[src/rtl/bullet_pool_scheduler.sv]
// Purpose: shares a pool of NUM_SLOTS bullet entities among NUM_PLAYERS tanks,
//          with round-robin arbitration, a per-player cooldown and a per-player
//          live-bullet cap.
// Latency: 1 frame, from fireReq sampled at an edge to slotSpawn/fireAck high
//          for the following frame. liveCount is combinational from registers.
// Backpressure: none is queued. A blocked or refused request is simply
//          re-evaluated every frame while the caller keeps fireReq high.
//
// Ports:
//   frameClk, reset            clock (one edge per frame); sync active-high reset
//   fireReq[p]                 level fire request per player
//   fireX/fireY[32p+:32]       spawn position per player
//   fireDir[p]                 spawn direction per player
//   slotExists[i]              bulletExists fed back from each entity
//   slotSpawn[i]               one-hot, one-frame sigSpawn pulse to the chosen entity
//   spawnX/spawnY/spawnDir     spawn parameters for the pulsed slot (held when idle)
//   fireAck[p]                 one-hot, one-frame grant pulse to the winning player
//   liveCount[4p+:4]           busy slots owned by player p

package bulletPoolPkg;
    typedef enum logic [1:0] {
        RIGHT = 2'd0,
        UP    = 2'd1,
        LEFT  = 2'd2,
        DOWN  = 2'd3
    } DIRECTION;
endpackage

module bullet_pool_scheduler
    import bulletPoolPkg::*;
#(
    parameter int NUM_SLOTS      = 8,
    parameter int NUM_PLAYERS    = 2,
    parameter int MAX_PER_PLAYER = 4,
    parameter int COOLDOWN       = 15
) (
    input  logic                     frameClk,
    input  logic                     reset,
    input  logic [NUM_PLAYERS-1:0]   fireReq,
    input  logic [NUM_PLAYERS*32-1:0] fireX,
    input  logic [NUM_PLAYERS*32-1:0] fireY,
    input  DIRECTION                 fireDir [NUM_PLAYERS],
    input  logic [NUM_SLOTS-1:0]     slotExists,
    output logic [NUM_SLOTS-1:0]     slotSpawn,
    output logic [31:0]              spawnX,
    output logic [31:0]              spawnY,
    output DIRECTION                 spawnDir,
    output logic [NUM_PLAYERS-1:0]   fireAck,
    output logic [NUM_PLAYERS*4-1:0] liveCount
);

    logic [1:0]           owner [NUM_SLOTS];
    logic [7:0]           cd    [NUM_PLAYERS];
    logic [1:0]           rrPtr;

    logic [NUM_SLOTS-1:0] busy;
    logic [5:0]           ownedCnt [NUM_PLAYERS];
    logic [3:0]           eligPad;
    logic                 freeVld;
    logic [4:0]           freeIdx;
    logic                 winVld;
    logic                 grantVld;
    logic [1:0]           grantIdx;
    logic [31:0]          selX;
    logic [31:0]          selY;
    DIRECTION             selDir;

    // A slot whose spawn pulse is in flight counts as busy: the entity only
    // raises bulletExists a frame later, and this is what prevents a double spawn.
    always_comb begin
        busy = slotExists | slotSpawn;
    end

    // Lowest free slot: descending scan so the smallest index is written last.
    always_comb begin
        freeVld = 1'b0;
        freeIdx = '0;
        for (int i = NUM_SLOTS - 1; i >= 0; i--) begin
            if (!busy[i]) begin
                freeVld = 1'b1;
                freeIdx = 5'(i);
            end
        end
    end

    // Per-player ownership counts and eligibility. The internal count is wide
    // enough for the whole pool; the 4-bit output saturates.
    always_comb begin
        eligPad = '0;
        liveCount = '0;
        for (int p = 0; p < NUM_PLAYERS; p++) begin
            ownedCnt[p] = '0;
            for (int i = 0; i < NUM_SLOTS; i++) begin
                if (busy[i] && owner[i] == 2'(p)) begin
                    ownedCnt[p] = ownedCnt[p] + 6'd1;
                end
            end
            eligPad[p] = fireReq[p] && (cd[p] == 8'd0) &&
                         (ownedCnt[p] < 6'(MAX_PER_PLAYER));
            liveCount[p*4 +: 4] = (ownedCnt[p] > 6'd15) ? 4'hF : ownedCnt[p][3:0];
        end
    end

    // Round-robin: search rrPtr+1, rrPtr+2, ... The loop runs backwards so the
    // closest eligible player overwrites any further one.
    always_comb begin
        winVld   = 1'b0;
        grantIdx = '0;
        for (int k = NUM_PLAYERS; k >= 1; k--) begin
            if (eligPad[2'((int'(rrPtr) + k) % NUM_PLAYERS)]) begin
                winVld   = 1'b1;
                grantIdx = 2'((int'(rrPtr) + k) % NUM_PLAYERS);
            end
        end
        grantVld = winVld && freeVld;
    end

    always_comb begin
        selX   = '0;
        selY   = '0;
        selDir = RIGHT;
        for (int p = 0; p < NUM_PLAYERS; p++) begin
            if (grantIdx == 2'(p)) begin
                selX   = fireX[p*32 +: 32];
                selY   = fireY[p*32 +: 32];
                selDir = fireDir[p];
            end
        end
    end

    always_ff @(posedge frameClk) begin
        if (reset) begin
            slotSpawn <= '0;
            fireAck   <= '0;
            spawnX    <= '0;
            spawnY    <= '0;
            spawnDir  <= RIGHT;
            rrPtr     <= '0;
            for (int i = 0; i < NUM_SLOTS; i++) begin
                owner[i] <= '0;
            end
            for (int p = 0; p < NUM_PLAYERS; p++) begin
                cd[p] <= '0;
            end
        end else begin
            for (int p = 0; p < NUM_PLAYERS; p++) begin
                fireAck[p] <= grantVld && (grantIdx == 2'(p));
                if (grantVld && grantIdx == 2'(p)) begin
                    cd[p] <= 8'(COOLDOWN);
                end else if (cd[p] != 8'd0) begin
                    cd[p] <= cd[p] - 8'd1;
                end
            end
            for (int i = 0; i < NUM_SLOTS; i++) begin
                slotSpawn[i] <= grantVld && (freeIdx == 5'(i));
                if (grantVld && freeIdx == 5'(i)) begin
                    owner[i] <= grantIdx;
                end
            end
            if (grantVld) begin
                spawnX   <= selX;
                spawnY   <= selY;
                spawnDir <= selDir;
                rrPtr    <= grantIdx;
            end
        end
    end

endmodule

[config.mk]
export PLATFORM = sky130hd
export DESIGN_NAME = bullet_pool_scheduler
export DESIGN_NICKNAME = d
export VERILOG_FILES = /design/src/rtl/bullet_pool_scheduler.sv
export SDC_FILE = /design/constraint.sdc
export NUM_CORES = 1
export LEC_CHECK = 0
export BUFFER_PORTS_ARGS = -buffer_cell sky130_fd_sc_hd__buf_2
export CORE_MARGIN = 3
export CORE_UTILIZATION = 53
export DETAILED_ROUTE_END_ITERATION = 10
export PLACE_DENSITY_LB_ADDON = 0.3
export SYNTH_ARGS = -nofsm -noshare
export SYNTH_HDL_FRONTEND = slang
export SYNTH_SLANG_ARGS = --single-unit
[constraint.sdc]
create_clock -name frameClk -period 17.35 [get_ports frameClk]
set_input_delay 2.6025 -clock frameClk [delete_from_list [all_inputs] [get_ports frameClk]]
set_output_delay 2.6025 -clock frameClk [all_outputs]
set_load 0.02 [all_outputs]
# Word-level counts from Yosys, hierarchy flattened
# Memories as Yosys holds them, arrays and structs flattened.
# Cells that the tools add are included.
[op_classes]
bitwise = 15
mux = 102
magnitude_cmp = 6
eq_ne = 16
n_addsub = 18
reduce_logical = 45
[op_table]
columns = ["op", "count"]
rows = [
  ["$mux W32", 4],
  ["$add A6 B1 Y6 const B", 14],
  ["$mux W6", 14],
  ["$mux W1", 56],
  ["$mux W5", 7],
  ["$mux W8", 4],
  ["$logic_and A1 B1 Y1", 31],
  ["$mux W2", 12],
  ["$eq A5 B3 Y1 const B", 4],
  ["$eq A2 B1 Y1 const B", 9],
  ["$logic_not A2 Y1", 9],
  ["$logic_not A8 Y1", 2],
  ["$reduce_bool A8 Y1", 2],
  ["$sub A8 B1 Y8 const B", 2],
  ["$gt A6 B4 Y1 const B", 2],
  ["$lt A6 B3 Y1 const B", 2],
  ["$or A1 B1 Y1", 12],
  ["$eq A5 B2 Y1 const B", 2],
  ["$lt A2 B4 Y1 const B", 2],
  ["$mux W4", 2],
  ["$or A8 B8 Y8", 1],
  ["$eq A5 B1 Y1 const B", 1],
  ["$logic_not A5 Y1", 1],
  ["$bmux W1 S2", 2],
  ["3 further kinds", 5],
]
[totals]
memories = 2
input_bits = 144
out_inout_bits = 84
ramBits = 32
regBits = 77
[memory_table]
columns = ["memory", "depth", "word_bits", "read_ports", "rd_ports_with_merged_regs", "write_ports", "line", "source"]
rows = [
  ["cd", 2, 8, 2, 0, 2, "53", "logic [7:0] cd [NUM_PLAYERS];"],
  ["owner", 8, 2, 8, 0, 8, "52", "logic [1:0] owner [NUM_SLOTS];"],
]

# Depth between registers and ports, before layout
# An unclocked memory read counts as a cell.
[depth]
ltp_word = 32
ltp_mapped = 30
ltp_nobuf = 27

# Worst setup path before layout
# No wires, ideal clock.
[synth_path]
path_kind = "input -> output"
from = "input slotExists[1]"
to = "output liveCount[3]"
t_arrival_ps = 7049
cell_stages = 24
slack_ps = 7699
required_time_ps = 14747
cell_sequence = "nor2_1 -> or2_1 -> inv_1 -> ha_1 -> xnor3_1 -> inv_1 -> ha_1 -> o221a_2 -> ha_1 -> nand2_1 -> nand2_1 -> ha_1 -> nand2_1 -> o21ai_0 -> o21ba_2 -> inv_1 -> ha_1 -> nand2_1 -> a41o_1 -> or4_1 -> o211ai_1 -> nor3_1 -> clkbuf_1 -> inv_1"
[synth_between]
elab_chain_len = 17
[synth_lines]
columns = ["item", "line", "source"]
rows = [
  ["start: declaration", "43", "input logic [NUM_SLOTS-1:0] slotExists,"],
  ["$or A8 B8 Y8 (*)", "71", "busy = slotExists | slotSpawn;"],
  ["$logic_and A1 B1 Y1 (*)", "94", "if (busy[i] && owner[i] == 2'(p)) begin"],
  ["$mux W6 (*)", "94", ""],
  ["$add A6 B1 Y6", "95", "ownedCnt[p] = ownedCnt[p] + 6'd1;"],
  ["$mux W6 (*)", "94", ""],
  ["$add A6 B1 Y6", "95", ""],
  ["$mux W6 (*)", "94", ""],
  ["$add A6 B1 Y6", "95", ""],
  ["$mux W6 (*)", "94", ""],
  ["$add A6 B1 Y6", "95", ""],
  ["$mux W6 (*)", "94", ""],
  ["$add A6 B1 Y6", "95", ""],
  ["$mux W6 (*)", "94", ""],
  ["$add A6 B1 Y6", "95", ""],
  ["$mux W6 (*)", "94", ""],
  ["$gt A6 B4 Y1", "100", "liveCount[p*4 +: 4] = (ownedCnt[p] > 6'd15) ? 4'hF : ownedCnt[p][3:0];"],
  ["$mux W4 (*)", "100", ""],
  ["end: declaration", "49", "output logic [NUM_PLAYERS*4-1:0] liveCount"],
]
# Mark *: on every way between the ends. The rest lies on a longest branch, timed or not.

# Worst setup path after layout
[layout_path]
from = "input slotExists[0]"
to = "output liveCount[7]"
[layout_between]
elab_chain_len = 19
[layout_lines]
columns = ["item", "line"]
rows = [
  ["$or A8 B8 Y8 (*)", "71"],
  ["$logic_and A1 B1 Y1 (*)", "94"],
  ["$mux W1 (*)", "94"],
  ["$add A6 B1 Y6", "95"],
  ["$mux W6 (*)", "94"],
  ["$add A6 B1 Y6", "95"],
  ["$mux W6 (*)", "94"],
  ["$add A6 B1 Y6", "95"],
  ["[... 3 more ...]", "n/a"],
  ["$add A6 B1 Y6", "95"],
  ["$mux W6 (*)", "94"],
  ["$add A6 B1 Y6", "95"],
  ["$mux W6 (*)", "94"],
  ["$add A6 B1 Y6", "95"],
  ["$mux W6 (*)", "94"],
  ["$gt A6 B4 Y1", "100"],
  ["$mux W4 (*)", "100"],
]
# Marked as above.

==> summary.md <==
| Metric | Value |
|---|---|
| Outcome | `complete, no violations` |
| Largest net degree at the start of global routing | `75` |
| Avg Inst Size Synth | `8.505 µm²` |
| Vias in the first global route | `5575` |
| Max Freq | `98.54 MHz` |
| Unrepaired setup endpoints after global routing | `false` |
| Initial Utilization | `0.5572` |
| Yosys cell types | `62` |
| Number of synthesized register bits | `101` |
| PortBufs | `227` |
| DRT iter0 DRCs | `472` |
| Hold crit path type | `flop to flop` |
| Commonest non-fill, non-tap cell in the layout | `buf_2` |
| Register area | `2262 µm²` |
| # Max-Cap Violations | `0` |
| Setup violators final | `0` |
| Top cells by area, synth | `dfxtp_1 (25%), edfxtp_1 (12%), nand4_1 (8.7%)` |
| Setup repair bufs after CTS | `0` |
| DR pass1 iterations | `5` |
| Final ANT Viol Nets | `0` |
| Dpl hpwl | `12790 µm` |
| Initial antenna violation count | `0` |
| Area growth syn-to-layout | `22.97%` |
| Final min period | `10.15 ns` |
| Post-synthesis sequential area ratio | `0.3633` |
| CP arrival | `7.55 ns` |
| Tot GR Track Use | `0.2572` |
| Ports | `228` |
| Global-route wire length before repair | `27500 µm` |
| Max-slew violations | `0` |
| Syn nets | `892` |
| Worst reg2reg path endpoint | `cd[1][2]` |
| Crit path launch | `slotExists[0]` |
| Nature of the critical path endpoint | `output pin` |
| Crit path to | `liveCount[7]` |
| Post-Synth XOR/XNOR Area | `0.06471` |
| RR Startpoint | `slotSpawn[0]` |
| CTS Sinks | `101` |
| Largest area contributor in the netlist | `dfxtp_1` |
| Total CTS buffers | `9` |
| Final setup TNS | `0 ns` |
| Simple-gate share of the synthesized area | `0.2627` |
| Reg2Reg Setup Slack | `10.53 ns` |
| Vias | `6264` |
| Mux share of post-synthesis cell area | `0.001809` |
| Post-Synth Adder-Cell Area | `0.03215` |
| Area of the multi-input gates | `3495 µm²` |
| Vias/cell | `5.843` |
| Compound-cell area share of the yosys netlist | `0.1975` |
| Layout Nets | `1087` |
| Final Hold Fails | `0` |
| Final Skew | `0.01098 ns` |
| Fillers | `960` |
| CTS root buffer | `clkbuf_16` |
| Fin crit share | `0.5849` |
| Post_cts resized | `0` |
| Peak VDD IR | `0.00007653 V` |
| Slew HR | `0.2220` |
| Post-synthesis cell area | `6226 µm²` |
| RD Place Congestion | `0.9297` |
| Gate Count Post-Synth | `732` |
| CP Launch Type | `input port` |
| Die width | `114.4 µm` |
| Crit Path Class | `input port to output pin` |
| Predominant post-synthesis flop cell | `dfxtp_1` |
| Yosys top cell area share | `0.2476` |
| # diodes | `0` |
| Leakage power | `3.688 nW` |
| Share of cells above drive strength 1 | `0.3133` |
| Clock slew at reported path FFs | `0.07 ns` |
| Reg2Reg Depth | `25` |
| Async SR Flop Fraction | `0` |
| Cts hold-fix bufs | `0` |
| Worst path required time | `14.75 ns` |
| Die Y | `114.4 µm` |
| GRT overflow | `0` |
| Drc violations | `0` |
| Clock tree buffer depth | `2` |
| Overall Power | `0.8818 mW` |
| CTS tree | `done` |
| Final WL | `17690 µm` |
| Core footprint | `11170 µm²` |
| Post-synth EDFFs | `24` |
| Largest family of logic cells by synthesized area | `simple AND/OR/NAND/NOR gates` |
| Pwr Density | `115.2 nW/µm²` |
| Worst Tran Pin Value | `1.161 ns` |
| Commonest cells after routing, fill and taps aside | `buf_2 (227), nand2_1 (99), nand4_1 (87)` |
| H-tree depth | `3` |
| Routed length per placed instance | `16.50 µm` |
| Max FO, Critical Path | `7` |
| Clk_lat worst skew | `0.34 ns` |
| Row Count | `38` |
| Synth warn | `0` |
| Die area | `13080 µm²` |
==> critical path, cell delays in order <==
cell and delay (ns):
buf_2 0.11, or2_2 0.33, nand2_1 0.14, inv_1 0.05, ha_1 0.33, inv_1 0.12
xnor3_1 0.51, ha_1 0.31, o221a_2 0.34, ha_1 0.30, nand2_1 0.10, a21boi_0 0.35
inv_1 0.08, ha_1 0.29, nor2_1 0.13, a21oi_1 0.08, ha_1 0.24, nand2_1 0.14
and3b_1 0.19, o31a_1 0.30, and2_1 0.23, nand2_1 0.08, buf_2 0.17
==> where the power goes <==
group | switching, mW | internal [mW] | total, mW
combinational | 0.222 | 0.133 | 0.355
sequential | 0.0290 | 0.297 | 0.326
clock | 0.0894 | 0.111 | 0.200
==> registers in the layout, indices dropped and copies added (netlist names) <==
register / flops
rrPtr: 1
spawnY: 32
cd: 16
spawnX: 32
owner: 8
slotSpawn: 8
fireAck: 2
spawnDir: 2
==> cells in the mapped netlist (15+ instances only) <==
cell / instances
nand4_1: 87
inv_1: 66
o211ai_1: 40
nor2_1: 38
dfxtp_1: 77
nand2_1: 99
clkbuf_1: 23
xnor2_1: 18
nand3_1: 23
nor3_1: 20
edfxtp_1: 24
o211ai_2: 20
o21ai_0: 15
ha_1: 16
==> per-stage QoR <==
| stage | area [µm²] | utilization | worst slack (ns) | hold WS (ns) | std cells |
|---|---|---|---|---|---|
| after floorplan | 6226 | - | 7.699 | 0.4626 | 732 |
| after global placement | 7361 | 0.6588 | 7.352 | 0.4566 | 1056 |
| after detailed placement | 7361 | 0.6588 | 7.241 | 0.4631 | 1056 |
| after CTS | 7656 | 0.6852 | 7.243 | 0.4726 | 1072 |
| after global routing | 7656 | 0.6852 | 6.731 | 0.4955 | 1072 |
| final | 7656 | 0.6852 | 7.202 | 0.4678 | 1072 |
==> cells by family (layout without fill, tap and decap cells) <==
kind of cell | Yosys count | in the layout
buf+inv | 115 | 315
flops | 101 | 101
mux | 1 | 1
compound gates | 148 | 148
xor+xnor | 34 | 34
simple gates | 317 | 317
fa+ha+maj | 16 | 16
==> how the worst min path moves through the flow <==
| stage | start | end | slack [ns] | cells past startpoint |
|---|---|---|---|---|
| detailed placement | spawnY[3] | spawnY[3] | 0.46 | 2 |
| global placement | spawnY[9] | spawnY[9] | 0.46 | 2 |
| floorplan | rrPtr[0] | rrPtr[0] | 0.46 | 2 |
| global route | spawnY[14] | spawnY[14] | 0.50 | 2 |
| CTS | spawnY[3] | spawnY[3] | 0.47 | 2 |
| finish | spawnY[3] | spawnY[3] | 0.47 | 2 |
==> per-layer routing <==
layer  routed length [µm]  global-route usage  up-vias
met5                    0                   0        -
li1                     -                   -     3087
met3                 1322             0.05338       28
met2                 8377              0.4140      264
met1                 7625              0.3516     2885
met4                  367             0.06968        0
==> layout make-up <==
type	instances	share of cell area
Clock buffer	12	0.03497
Sequential cell	101	0.2955
Inverter	66	0.03236
Timing Repair Buffer	233	0.1543
Clock inverter	4	0.003595
Multi-Input combinational cell	516	0.4564
Tap cell	140	0.02288
Note: power is estimated with default switching activity, not from simulation.
